--- src/rtl/i2c_req_arbiter.sv ---
// Round-robin arbiter of NumChannels ready/valid I2C requesters onto one I2C master port.
// Define I2C_ARB_TIMEOUT_EN to add a master response timeout that completes with o_rsp_error=1.
module i2c_req_arbiter #(
  parameter int NumChannels   = 4,
  parameter int MaxBurst      = 4,
  parameter int TimeoutCycles = 1048576,
  localparam int BW = (MaxBurst > 1) ? $clog2(MaxBurst) : 1,
  localparam int GW = (NumChannels > 1) ? $clog2(NumChannels) : 1
) (
  input  logic                            i_clk,
  input  logic                            i_rst,
  input  logic [NumChannels-1:0]          i_req_valid,
  output logic [NumChannels-1:0]          o_req_ready,
  input  logic [7*NumChannels-1:0]        i_req_slave_address,
  input  logic [8*NumChannels-1:0]        i_req_reg_address,
  input  logic [BW*NumChannels-1:0]       i_req_burst_count,
  input  logic [8*MaxBurst*NumChannels-1:0] i_req_wdata,
  input  logic [NumChannels-1:0]          i_req_rd_wrn,
  output logic [NumChannels-1:0]          o_rsp_valid,
  input  logic [NumChannels-1:0]          i_rsp_ready,
  output logic [8*MaxBurst-1:0]           o_rsp_rdata,
  output logic                            o_rsp_error,
  output logic                            o_m_valid,
  input  logic                            i_m_ready,
  output logic [6:0]                      o_m_slave_address,
  output logic [7:0]                      o_m_reg_address,
  output logic [BW-1:0]                   o_m_burst_count,
  output logic [8*MaxBurst-1:0]           o_m_wdata,
  output logic                            o_m_rd_wrn,
  input  logic                            i_m_rsp_valid,
  output logic                            o_m_rsp_ready,
  input  logic [8*MaxBurst-1:0]           i_m_rsp_rdata,
  output logic                            o_busy,
  output logic [GW-1:0]                   o_grant_id
);

  if (NumChannels < 1 || NumChannels > 16 || MaxBurst < 1 || MaxBurst > 8 || TimeoutCycles < 1)
  begin : g_bad_params
    $error("i2c_req_arbiter: parameter out of range");
  end

  // Every port pair transfers on a clock edge where valid and ready are both high; once raised,
  // valid and its payload stay stable until that edge.
  typedef enum logic [1:0] {IDLE, ISSUE, WAIT_RSP, RESPOND} state_t;

  state_t              state, state_next;
  logic [GW-1:0]       ptr;
  logic                grant_found;
  logic [GW-1:0]       grant_idx;
  logic [31:0]         cand;
  logic                timeout_hit;
  logic [6:0]          sel_slave;
  logic [7:0]          sel_reg;
  logic [BW-1:0]       sel_burst;
  logic [8*MaxBurst-1:0] sel_wdata;
  logic                sel_rd_wrn;

  // First valid channel searching upward from ptr+1, wrapping.
  always_comb begin
    grant_found = 1'b0;
    grant_idx   = '0;
    cand        = '0;
    for (int k = 1; k <= NumChannels; k++) begin
      cand = (32'(ptr) + 32'(k)) % 32'(NumChannels);
      if (!grant_found && i_req_valid[cand[GW-1:0]]) begin
        grant_found = 1'b1;
        grant_idx   = cand[GW-1:0];
      end
    end
  end

  always_comb begin
    sel_slave  = '0;
    sel_reg    = '0;
    sel_burst  = '0;
    sel_wdata  = '0;
    sel_rd_wrn = 1'b0;
    for (int c = 0; c < NumChannels; c++) begin
      if (GW'(c) == grant_idx) begin
        sel_slave  = i_req_slave_address[7*c +: 7];
        sel_reg    = i_req_reg_address[8*c +: 8];
        sel_burst  = i_req_burst_count[BW*c +: BW];
        sel_wdata  = i_req_wdata[8*MaxBurst*c +: 8*MaxBurst];
        sel_rd_wrn = i_req_rd_wrn[c];
      end
    end
  end

  always_ff @(posedge i_clk) begin
    if (i_rst) state <= IDLE;
    else       state <= state_next;
  end

  always_comb begin
    state_next    = state;
    o_req_ready   = '0;
    o_rsp_valid   = '0;
    o_m_rsp_ready = 1'b0;
    case (state)
      IDLE: begin
        o_m_rsp_ready = 1'b1;
        if (grant_found) begin
          o_req_ready[grant_idx] = 1'b1;
          state_next             = ISSUE;
        end
      end
      ISSUE: if (i_m_ready) state_next = WAIT_RSP;
      WAIT_RSP: begin
        o_m_rsp_ready = 1'b1;
        if (i_m_rsp_valid || timeout_hit) state_next = RESPOND;
      end
      RESPOND: begin
        o_rsp_valid[o_grant_id] = 1'b1;
        if (i_rsp_ready[o_grant_id]) state_next = IDLE;
      end
      default: state_next = IDLE;
    endcase
    // Combinational handshakes are forced low while reset is held.
    if (i_rst) begin
      o_req_ready   = '0;
      o_rsp_valid   = '0;
      o_m_rsp_ready = 1'b0;
      state_next    = IDLE;
    end
  end

  assign o_m_valid = (state == ISSUE);
  assign o_busy    = (state != IDLE);

  always_ff @(posedge i_clk) begin
    if (i_rst) begin
      ptr               <= GW'(NumChannels - 1);
      o_grant_id        <= '0;
      o_m_slave_address <= '0;
      o_m_reg_address   <= '0;
      o_m_burst_count   <= '0;
      o_m_wdata         <= '0;
      o_m_rd_wrn        <= 1'b0;
      o_rsp_rdata       <= '0;
    end else begin
      case (state)
        IDLE: if (grant_found) begin
          o_grant_id        <= grant_idx;
          o_m_slave_address <= sel_slave;
          o_m_reg_address   <= sel_reg;
          o_m_burst_count   <= sel_burst;
          o_m_wdata         <= sel_wdata;
          o_m_rd_wrn        <= sel_rd_wrn;
        end
        WAIT_RSP: begin
          if (i_m_rsp_valid)    o_rsp_rdata <= o_m_rd_wrn ? i_m_rsp_rdata : '0;
          else if (timeout_hit) o_rsp_rdata <= '0;
        end
        RESPOND: if (i_rsp_ready[o_grant_id]) ptr <= o_grant_id;
        default: ;
      endcase
    end
  end

`ifdef I2C_ARB_TIMEOUT_EN
  logic [31:0] timer;
  logic        rsp_error_q;

  // A master response in the expiry cycle takes priority over the timeout.
  assign timeout_hit = (state == WAIT_RSP) && (timer == 32'(TimeoutCycles - 1));
  assign o_rsp_error = rsp_error_q;

  always_ff @(posedge i_clk) begin
    if (i_rst) begin
      timer       <= '0;
      rsp_error_q <= 1'b0;
    end else begin
      if (state == ISSUE)         timer <= '0;
      else if (state == WAIT_RSP) timer <= timer + 32'd1;
      if (state == WAIT_RSP) begin
        if (i_m_rsp_valid)    rsp_error_q <= 1'b0;
        else if (timeout_hit) rsp_error_q <= 1'b1;
      end
    end
  end
`else
  assign timeout_hit = 1'b0;
  assign o_rsp_error = 1'b0;
`endif

endmodule

--- config.mk ---
export PLATFORM = sky130hd
export DESIGN_NAME = i2c_req_arbiter
export DESIGN_NICKNAME = d
export VERILOG_FILES = /design/src/rtl/i2c_req_arbiter.sv
export SDC_FILE = /design/constraint.sdc
export NUM_CORES = 1
export LEC_CHECK = 0
export ABC_AREA = 1
export CORE_ASPECT_RATIO = 1.4
export CORE_MARGIN = 3
export CORE_UTILIZATION = 25
export DETAILED_ROUTE_END_ITERATION = 12
export DONT_BUFFER_PORTS = 1
export GPL_TIMING_DRIVEN = 0
export HOLD_SLACK_MARGIN = 0.12
export SYNTH_ARGS = -nofsm -noshare
export SYNTH_HDL_FRONTEND = slang
export SYNTH_SLANG_ARGS = --single-unit
--- constraint.sdc ---
create_clock -name i_clk -period 1.75 [get_ports i_clk]
set_input_delay 0.0875 -clock i_clk [delete_from_list [all_inputs] [get_ports i_clk]]
set_output_delay 0.0875 -clock i_clk [all_outputs]
set_load 0.01 [all_outputs]
==> flow_summary.json <==
{
  "status": "finished, violations left",
  "violations": "negative setup slack",
  "wirelength_um": 28490,
  "std_cell_rows": 62,
  "p_per_area_nw_per_um2": 1597,
  "finalCritPeriodShare_pct": 125.6,
  "finalNonFillerCells": 1370,
  "grt_first_pass_wirelength_um": 39210,
  "numPortBuffers": 0,
  "firstDrtPassIters": 5,
  "p_switching_mw": 7.394,
  "dp_cells": 1079,
  "core_area_um2": 20630,
  "rsz0062_at_grt": "true",
  "crit_fanout": 5,
  "gp_congestion": 0.8266,
  "yosysWarningCount": 0,
  "initial_core_util_pct": 25.67,
  "endpoint_kind": "flop",
  "synth_area_leaders": "dfxtp_1 33%, nand2_1 18%, nand3_1 11%, a21oi_1 5.9%, o21ai_0 4.3%",
  "cts-root-buf": "clkbuf_16",
  "drt-initial-drc-count": 414,
  "io_pins": 340,
  "synth_cells": 823,
  "p_leak_nw": 4.242,
  "cts_tree": "built",
  "dp_hpwl_um": 17570,
  "mostFrequentLayoutCells": "226 x dlygate4sd3_1, 222 x nand2_1, 91 x nand3_1",
  "clock_latency_ps": 340,
  "ff2ff_setup_slack_ps": -450,
  "post-place-ws_ps": -599.7,
  "layout-drive-gt1-share_pct": 24.35,
  "cts_sinks": 88,
  "layout_commonest_cell": "dlygate4sd3_1",
  "vias": 7237,
  "total_power_mw": 15.43,
  "cts.path.max_buffers": 2,
  "critPathKind": "flop to flop",
  "cp-start-kind": "flop",
  "synth_top_cell_by_area": "dfxtp_1",
  "cp_cell_sequence": "inv_4, buf_8, nand2_1, nand3_2, nand2_2, nand2_2, nand2_4, nor2_4, nand2_4, nand2_8, buf_6, nand2_8, buf_6, o21ai_0, inv_1, nand2_1, a21oi_1",
  "antenna_found_initial": 0,
  "fmax_mhz": 455.1,
  "grt_start_max_net_pins": 15,
  "syn2layout_area_growth_pct": 82.36,
  "irDropWorstVdd_mv": 0.8692,
  "wl_per_cell_um": 20.80,
  "drt-vias-per-instance": 5.282,
  "synth_top_area_share_pct": 33.25,
  "swShare_pct": 47.93,
  "drcViolationCount": 0,
  "grt_pass1_vias": 7386,
  "syn_area_per_cell_um2": 6.437,
  "intPower_mw": 8.032,
  "syn_nets": 1072,
  "htree_levels": 3,
  "finalMaxSlewViolations": 0,
  "critPathMaxStageDelay_ps": 360,
  "drt.antenna.violating_nets": 0,
  "ys_ff_latch": 88,
  "skew_ps": 8.523,
  "worst_pin_slew_ps": 774.0,
  "maxCapViolCount": 0,
  "setup_viol": 57,
  "design.die.area_um2": 23000,
  "clkPwrFrac_pct": 12.1,
  "grtUsageTotal_pct": 22.25,
  "nets": 1357,
  "finalCriticalPeriod_ps": 2197,
  "hold_class": "input pin to flop",
  "crit_required_ps": 1950,
  "fin_ws_ps": -447.2,
  "critPathSlowestCell": "dfxtp_4",
  "cts_buffers": 9,
  "die-width_um": 129.0,
  "clkTransAtPathRegs_ps": 70,
  "synth.distinct_cells": 35,
  "finalHoldViolations": 0,
  "slew_headroom_pct": 48.40,
  "seq_power_share_pct": 23.7,
  "dieHeight_um": 178.2,
  "syn_area_um2": 5298,
  "overflow": 0,
  "p_comb_share_pct": 64.3,
  "crit_arrival_ps": 2400,
  "yosysSeqAreaShare_pct": 33.25
}
-- layout make-up --
class                   count  area (µm²)
repair buffers            274        2882
inverters                  64       270.3
well taps                 256       320.3
flip-flops and latches     88        1767
multi-input cells         616        3582
clock inverters             4       30.03
diodes                      1       2.502
fillers                  1889       10970
clock buffers              12       246.5
plain buffers              55       560.5
-- flip-flops by register name, summed over array words and instances (netlist names) --
signal and flops:
o_grant_id 2, state 2, o_m_wdata 32, o_m_rd_wrn 1, ptr 2, o_m_slave_address 7
o_rsp_rdata 32, o_m_reg_address 8, o_m_burst_count 2
-- synth_stat cells --
master,count
buf_6,9
nor3_1,6
o21ai_1,23
a21oi_1,62
o211ai_1,2
or2_1,3
nand2_4,6
o2111ai_1,1
nand4_1,4
nor2_2,2
nand3_4,1
nand2_8,1
buf_1,4
nand3_1,115
o21ai_0,45
clkbuf_1,19
dfxtp_1,88
inv_1,56
nand3_2,1
o21bai_1,1
inv_2,5
inv_4,2
a211oi_1,1
ha_1,5
nor2_1,43
nand2_2,16
buf_2,9
buf_8,2
nor2_8,2
o22ai_1,1
a21oi_2,12
inv_6,1
conb_1,1
nand2_1,261
buf_4,13
-- metal layers --
metal | GRT usage (%) | routed length (µm) | up-vias | share of wire, %
met3 | 7.190 | 2414 | 164 | 8.5
met2 | 39.17 | 14590 | 523 | 51
met5 | 0 | 0 | - | 0
li1 | - | - | 3233 | -
met4 | 14.23 | 1730 | 0 | 6.1
met1 | 22.29 | 9758 | 3317 | 34
-- critical path, delay by kind of cell, from the launching register on --
family | cells | cell delay, ps
AND/OR/NAND/NOR | 10 | 850
flip-flops | 1 | 360
buffers and inverters | 5 | 580
AO/OA/AOI/OAI | 2 | 270
-- logic make-up after synthesis --
kind of cell               synth area share (%)
buffers and inverters                     11.53
AOI/OAI and AO/OA                         15.12
adders and majority gates                 1.181
DFF                                       33.25
other                                   0.07079
and+or+nand+nor                           38.85
-- power groups by stage --
stage	clock, mW	sequential, mW	combinational (mW)
floorplan	0	3.40	4.50
global placement	0	3.66	6.08
detailed placement	0	3.66	6.17
CTS	1.92	3.63	8.32
global route	2.02	3.70	10.7
finish	1.86	3.65	9.91
-- per-stage QoR --
| stage | hold slack (ps) | util, % | cell area [µm²] | setup TNS [ps] |
|---|---|---|---|---|
| after detailed placement | 228.4 | 27.49 | 5673 | -29640 |
| after floorplan | 222.0 | - | 5353 | -986.0 |
| after global placement | 224.9 | 27.49 | 5673 | -28730 |
| final | 120.0 | 46.82 | 9661 | -19710 |
| after global routing | 124.8 | 46.80 | 9658 | -26590 |
| after CTS | 120.2 | 43.71 | 9020 | -19400 |
-- worst paths after layout --
kind / end / cells after the start / start
max: o_m_wdata[19]$_SDFFE_PP0P_ / 17 / ptr[0]$_SDFFE_PP1P_
min reg2reg: o_rsp_rdata[12]$_SDFFE_PP0P_ / 2 / o_rsp_rdata[12]$_SDFFE_PP0P_
max reg2reg: o_m_wdata[19]$_SDFFE_PP0P_ / 17 / ptr[0]$_SDFFE_PP1P_
min: o_m_wdata[3]$_SDFFE_PP0P_ / 4 / i_req_wdata[99]
-- what timing repair did --
action	4_1_cts	5_1_grt
setup endpoints to repair	83	89
gates resized for setup	141	117
pin swaps	34	51
buffers inserted	31	9
hold buffers	224	2
gates cloned	3	7
hold endpoints to repair	82	2
Note: power is estimated with default switching activity, not from simulation.
